## src/rtl/btn_pkg.sv

```systemverilog
// Shared definitions for the push-button conditioner: channel state encoding,
// default 100 MHz timing constants and the counter-width helper.
package btn_pkg;

  typedef enum logic [2:0] {
    ST_UP        = 3'd0,
    ST_DOWN_WAIT = 3'd1,
    ST_DOWN      = 3'd2,
    ST_REPEAT    = 3'd3,
    ST_UP_WAIT   = 3'd4
  } btn_state_e;

  localparam int DEF_DEBOUNCE_CYCLES = 1000000;
  localparam int DEF_REPEAT_DELAY    = 50000000;
  localparam int DEF_REPEAT_PERIOD   = 10000000;

  // Terminal compare is at value-1, so $clog2 of the largest period suffices.
  function automatic int cnt_width(input int a, input int b, input int c);
    int m;
    m = a;
    if (b > m) m = b;
    if (c > m) m = c;
    return (m < 2) ? 1 : $clog2(m);
  endfunction

endpackage

```

## src/rtl/btn_channel.sv

```systemverilog
// One button: 2-flop synchronizer, shared debounce/repeat counter and FSM.
// Auto-repeat is compiled in only when BTN_AUTOREPEAT_EN is defined.
module btn_channel
  import btn_pkg::*;
#(
  parameter int DEBOUNCE_CYCLES = DEF_DEBOUNCE_CYCLES,
  parameter int REPEAT_DELAY    = DEF_REPEAT_DELAY,
  parameter int REPEAT_PERIOD   = DEF_REPEAT_PERIOD
) (
  input  logic clk_i,
  input  logic rst_ni,
  input  logic btn_i,
  output logic level_o,
  output logic click_o,
  output logic release_o
);

  localparam int CNT_W = cnt_width(DEBOUNCE_CYCLES, REPEAT_DELAY, REPEAT_PERIOD);
  localparam logic [CNT_W-1:0] DB_LAST = CNT_W'(DEBOUNCE_CYCLES - 1);
  localparam logic [CNT_W-1:0] RD_LAST = CNT_W'(REPEAT_DELAY - 1);
  localparam logic [CNT_W-1:0] RP_LAST = CNT_W'(REPEAT_PERIOD - 1);
  localparam logic [CNT_W-1:0] CNT_ONE = CNT_W'(1);

  btn_state_e       state_q, state_d;
  logic [CNT_W-1:0] cnt_q, cnt_d;
  logic             sync1_q, sync2_q;
  logic             level_q, level_d;
  logic             click_q, click_d;
  logic             release_q, release_d;
  logic             s;

  assign s = sync2_q;

  always_ff @(posedge clk_i) begin
    if (!rst_ni) begin
      sync1_q   <= 1'b0;
      sync2_q   <= 1'b0;
      state_q   <= ST_UP;
      cnt_q     <= '0;
      level_q   <= 1'b0;
      click_q   <= 1'b0;
      release_q <= 1'b0;
    end else begin
      sync1_q   <= btn_i;
      sync2_q   <= sync1_q;
      state_q   <= state_d;
      cnt_q     <= cnt_d;
      level_q   <= level_d;
      click_q   <= click_d;
      release_q <= release_d;
    end
  end

  always_comb begin
    state_d   = state_q;
    cnt_d     = cnt_q;
    level_d   = level_q;
    click_d   = 1'b0;
    release_d = 1'b0;
    case (state_q)
      ST_UP: begin
        level_d = 1'b0;
        if (s) begin
          cnt_d   = '0;
          state_d = ST_DOWN_WAIT;
        end
      end
      ST_DOWN_WAIT: begin
        if (!s) begin
          state_d = ST_UP;
        end else if (cnt_q == DB_LAST) begin
          state_d = ST_DOWN;
          cnt_d   = '0;
          click_d = 1'b1;
          level_d = 1'b1;
        end else begin
          cnt_d = cnt_q + CNT_ONE;
        end
      end
      ST_DOWN: begin
        if (!s) begin
          cnt_d   = '0;
          state_d = ST_UP_WAIT;
        end else begin
`ifdef BTN_AUTOREPEAT_EN
          if (cnt_q == RD_LAST) begin
            state_d = ST_REPEAT;
            cnt_d   = '0;
            click_d = 1'b1;
          end else begin
            cnt_d = cnt_q + CNT_ONE;
          end
`else
          // Held without auto-repeat: counter stays frozen, single click per press.
          cnt_d = cnt_q;
`endif
        end
      end
      ST_REPEAT: begin
        if (!s) begin
          cnt_d   = '0;
          state_d = ST_UP_WAIT;
        end else if (cnt_q == RP_LAST) begin
          cnt_d   = '0;
          click_d = 1'b1;
        end else begin
          cnt_d = cnt_q + CNT_ONE;
        end
      end
      ST_UP_WAIT: begin
        // A re-press before release is accepted resumes DOWN silently.
        if (s) begin
          cnt_d   = '0;
          state_d = ST_DOWN;
        end else if (cnt_q == DB_LAST) begin
          state_d   = ST_UP;
          release_d = 1'b1;
          level_d   = 1'b0;
        end else begin
          cnt_d = cnt_q + CNT_ONE;
        end
      end
      default: begin
        state_d = ST_UP;
        cnt_d   = '0;
        level_d = 1'b0;
      end
    endcase
  end

  assign level_o   = level_q;
  assign click_o   = click_q;
  assign release_o = release_q;

endmodule

```

## src/rtl/btn_clicker.sv

```systemverilog
// N_BTN independent debounced button channels with click/release pulses;
// optional auto-repeat selected by BTN_AUTOREPEAT_EN inside btn_channel.
module btn_clicker
  import btn_pkg::*;
#(
  parameter int N_BTN           = 5,
  parameter int DEBOUNCE_CYCLES = DEF_DEBOUNCE_CYCLES,
  parameter int REPEAT_DELAY    = DEF_REPEAT_DELAY,
  parameter int REPEAT_PERIOD   = DEF_REPEAT_PERIOD
) (
  input  logic             CLK,
  input  logic             RESETn,
  input  logic [N_BTN-1:0] BTN,
  output logic [N_BTN-1:0] LEVEL,
  output logic [N_BTN-1:0] CLICK,
  output logic [N_BTN-1:0] RELEASE
);

  for (genvar i = 0; i < N_BTN; i++) begin : g_ch
    btn_channel #(
      .DEBOUNCE_CYCLES(DEBOUNCE_CYCLES),
      .REPEAT_DELAY   (REPEAT_DELAY),
      .REPEAT_PERIOD  (REPEAT_PERIOD)
    ) u_ch (
      .clk_i    (CLK),
      .rst_ni   (RESETn),
      .btn_i    (BTN[i]),
      .level_o  (LEVEL[i]),
      .click_o  (CLICK[i]),
      .release_o(RELEASE[i])
    );
  end

endmodule

```

## config.mk

```make
export PLATFORM = sky130hd
export DESIGN_NAME = btn_clicker
export DESIGN_NICKNAME = d
export VERILOG_FILES = /design/src/rtl/btn_pkg.sv /design/src/rtl/btn_channel.sv /design/src/rtl/btn_clicker.sv
export SDC_FILE = /design/constraint.sdc
export NUM_CORES = 1
export LEC_CHECK = 0
export ABC_CLOCK_PERIOD_IN_PS = 2100
export CORE_AREA = 2 2 132 134
export CTS_CLUSTER_DIAMETER = 150
export CTS_CLUSTER_SIZE = 30
export DETAILED_ROUTE_END_ITERATION = 10
export DIE_AREA = 0 0 134 136
export GPL_TIMING_DRIVEN = 0
export HOLD_SLACK_MARGIN = 0.06
export MAX_ROUTING_LAYER = met4
export PLACE_DENSITY = 0.87
export RECOVER_POWER = 50
export SYNTH_ARGS = -nofsm -noshare
export SYNTH_HDL_FRONTEND = slang
export SYNTH_SLANG_ARGS = --single-unit
```

## constraint.sdc

```tcl
create_clock -name CLK -period 2.1 [get_ports CLK]
set_input_delay 0.21 -clock CLK [delete_from_list [all_inputs] [get_ports CLK]]
set_output_delay 0.21 -clock CLK [all_outputs]
set_load 0.005 [all_outputs]
```

==> results.cfg <==
[placed_design]
gp_congestion = 0.936
hpwl_um = 16800
place_area_um2 = 9960
placement.io_buffers = 21

[detailed_routing]
drc = 3
routedWlPerCell_um = 23.1
vias = 11361
wl_um = 35900
drt-pass1-iter-count = 11
avgViaCountPerCell = 7.30
drt_iter0_drc = 2250
ant_nets = 0

[synthesis]
synth_seq_cells = 170
synth_top_area_share_pct = 36.2
yosysUniqueCellTypes = 76
synthAdderAreaFrac_pct = 0.666
async_flop_share_pct = 0
synth-seq-area-share_pct = 36.2
synthXorXnorAreaFrac_pct = 6.06
syn-num-nets = 1198
synth-simple-area-share_pct = 37.7
yosys-top-cells-area = dfxtp_1 (36%), nor2_1 (5.2%), nand2_1 (4.7%), nand3_1 (4.4%), xnor2_1 (3.5%)
syn-cell-area_um2 = 9390
synth_top_family_by_area = simple AND/OR/NAND/NOR gates
synthFlopType = dfxtp_1
yosysMostFrequentCell = dfxtp_1
yosysWarnings = 0
syn_inst = 1186
avgSynthCellArea_um2 = 7.92
synth_mux_area_share_pct = 0
synth_top_area_cell = dfxtp_1
synth_compound_area_share_pct = 14.7
synth_commonest_cells = dfxtp_1 (170), nor2_1 (129), nand2_1 (118), nand3_1 (83), a21oi_1 (63)
synth_edf_count = 0

[critical_path]
ff2ff_path_depth = 7
crit_required_ns = 2.40
path_cells = nor4b_4 -> or4b_4 -> o311ai_4 -> buf_6 -> nand3_4 -> nand4b_1 -> a21oi_1
worstReg2RegEnd = g_ch[2].u_ch.cnt_q[3]$_SDFFE_PN0P_
cp_slowest_stage_delay_ns = 0.53
arrival_ns = 2.80
startpoint_type = flip-flop
crit_slowest_cell = o311ai_4
critPathBufInv = 1
critPathMaxFanout = 7
end_kind = flip-flop
path_delay_family = simple AND/OR/NAND/NOR gates
regToRegSetupSlack_ns = -0.40
r2r-start = g_ch[2].u_ch.cnt_q[15]$_SDFFE_PN0P_
crit_type = flip-flop to flip-flop

[timing]
hold_viol = 0
post-route-period-util_pct = 119
slew_headroom_pct = 39.9
finalClockSkew_ns = 0.00801
fin_crit_ns = 2.50
max_freq_mhz = 401
fin_hold_ws_ns = 0.333
final-setup-viol-count = 124
worst_slack_ns = -0.396
slew_violations = 0
rsz0062_at_grt = yes
worst_slew_pin_slew_ns = 0.901

[layout]
design_area_um2 = 12700
drive_gt1_share_pct = 31.9
area_growth_pct = 35.0
n_antenna_cell = 0
final_nets = 1332

[global_routing]
grt-ovfl-total = 0
grt_max_degree = 17
grt_pass1_vias = 9294
grt_use_met1_pct = 38.0
use_met2_pct = 49.6
use_met3_pct = 6.64
grt_busiest_layer = met2
antenna_found_initial = 0
track_usage_pct = 31.5
grt_first_pass_wirelength_um = 45600

[clock_tree]
clockRootBuffer = clkbuf_16
path_clk_slew_ns = 0.07
insertion_delay_ns = 0.45
clockBufferDepth = 2
cts.sinks = 170
cts_buffers = 17
cts_tree = yes
hold_buffers = 0
ctsHtreeMaxLevel = 4

[floorplanning]
core_area_um2 = 16900
fp.dieH_um = 136
fp.dieW_um = 134
dieArea_um2 = 18200
ios = 22
num_rows = 48
start_util_pct = 55.6

[pwr]
leakage_nw = 4.28
power_density_nw_per_um2 = 557
peakVddDrop_mv = 0.653
p_total_mw = 7.06

[hold_path]
min-delay-start = BTN[3]
whs_path_depth = 2
hold_class = input pin to flip-flop
min_to = g_ch[3].u_ch.sync1_q$_SDFF_PN0_

[status]
status = finished with violations
violations = DRC, setup timing

[job]
max_cap_violations = 0
-- how the worst max path moves through the flow --
| stage | depth (start not counted) | slack (ns) | start | endpoint |
|---|---|---|---|---|
| 2_1_floorplan | 7 | -0.08 | g_ch[1].u_ch.cnt_q[6]$_SDFFE_PN0P_ | g_ch[1].u_ch.cnt_q[11]$_SDFFE_PN0P_ |
| 5_1_grt | 8 | -0.42 | g_ch[3].u_ch.cnt_q[21]$_SDFFE_PN0P_ | g_ch[3].u_ch.cnt_q[10]$_SDFFE_PN0P_ |
| 3_5_place_dp | 6 | -0.91 | RESETn | g_ch[2].u_ch.cnt_q[16]$_SDFFE_PN0P_ |
| 3_3_place_gp | 6 | -0.91 | RESETn | g_ch[2].u_ch.cnt_q[9]$_SDFFE_PN0P_ |
| 4_1_cts | 7 | -0.18 | g_ch[1].u_ch.cnt_q[17]$_SDFFE_PN0P_ | g_ch[1].u_ch.cnt_q[7]$_SDFFE_PN0P_ |
| 6_report | 7 | -0.40 | g_ch[2].u_ch.cnt_q[15]$_SDFFE_PN0P_ | g_ch[2].u_ch.cnt_q[3]$_SDFFE_PN0P_ |
-- stage by stage --
| stage | setup WS [ns] | instances | setup TNS, ns | utilization, % |
|---|---|---|---|---|
| final | -0.396 | 1556 | -19.24 | 75.1 |
| after detailed placement | -0.912 | 1432 | -74.37 | 59.0 |
| after global placement | -0.914 | 1432 | -70.79 | 59.0 |
| after floorplan | -0.0842 | 1186 | -0.213 | - |
| after CTS | -0.184 | 1520 | -4.17 | 68.8 |
| after global routing | -0.416 | 1556 | -23.15 | 75.1 |
-- registers in the layout, summed over array words and instances (netlist names) --
name	cells
g_ch.u_ch.cnt_q	130
g_ch.u_ch.level_o	5
g_ch.u_ch.sync1_q	5
g_ch.u_ch.release_o	5
g_ch.u_ch.state_q	15
g_ch.u_ch.s	5
g_ch.u_ch.click_o	5
-- routing by layer --
metal / routed length, µm / up-vias
li1: - / 4648
met1: 12400 / 5138
met2: 16100 / 1170
met3: 4430 / 405
met4: 2990 / 0
met5: 0 / -
-- worst register-to-register path, delay by kind of cell (launching register included) --
| kind | cells | cell delay (ns) |
|---|---|---|
| flops | 1 | 0.36 |
| compound gates | 2 | 0.63 |
| simple gates | 4 | 1.17 |
| buf+inv | 1 | 0.19 |
-- placed cells by master, fill, tap and decap left out, drive strengths merged, types with 22 or more instances in the layout --
| cell | instances |
|---|---|
| dfxtp | 170 |
| buf | 135 |
| nor2 | 130 |
| nand2 | 118 |
| nand3 | 83 |
| a21oi | 63 |
| nor3 | 61 |
| clkbuf | 52 |
| nand4 | 46 |
| xnor2 | 38 |
| o21ai | 38 |
| and3 | 33 |
| xor2 | 27 |
| and4 | 26 |
| a31oi | 25 |
| or3 | 24 |
| nor4 | 24 |
| inv | 22 |
-- kinds of logic after synthesis --
logic type / after synthesis
AO/OA/AOI/OAI: 207
XOR/XNOR: 65
adder cells (fa/ha/maj): 5
buffers and inverters: 92
flip-flops: 170
AND/OR/NAND/NOR: 647
-- cell type report --
| cell class | instances | area [µm²] |
|---|---|---|
| plain buffers | 57 | 412 |
| clock buffers | 23 | 478 |
| clock inverters | 7 | 140 |
| fillers | 951 | 4200 |
| inverters | 22 | 82.6 |
| multi-input cells | 924 | 6650 |
| flip-flops and latches | 170 | 3510 |
| well taps | 225 | 282 |
| repair buffers | 128 | 1130 |
-- power by group --
group / switching (mW) / internal [mW] / total (mW)
clock network: 1.35 / 2.07 / 3.42
logic: 0.259 / 0.147 / 0.406
registers: 0.0155 / 3.22 / 3.23
-- what timing repair did --
action                                  4_1_cts  5_1_grt
gates cloned                                  4        3
pin swaps                                    56      127
endpoints found under the setup margin      148      138
buffers inserted                             62       41
resized for setup                           163      230
(Power assumes the default switching activity.)
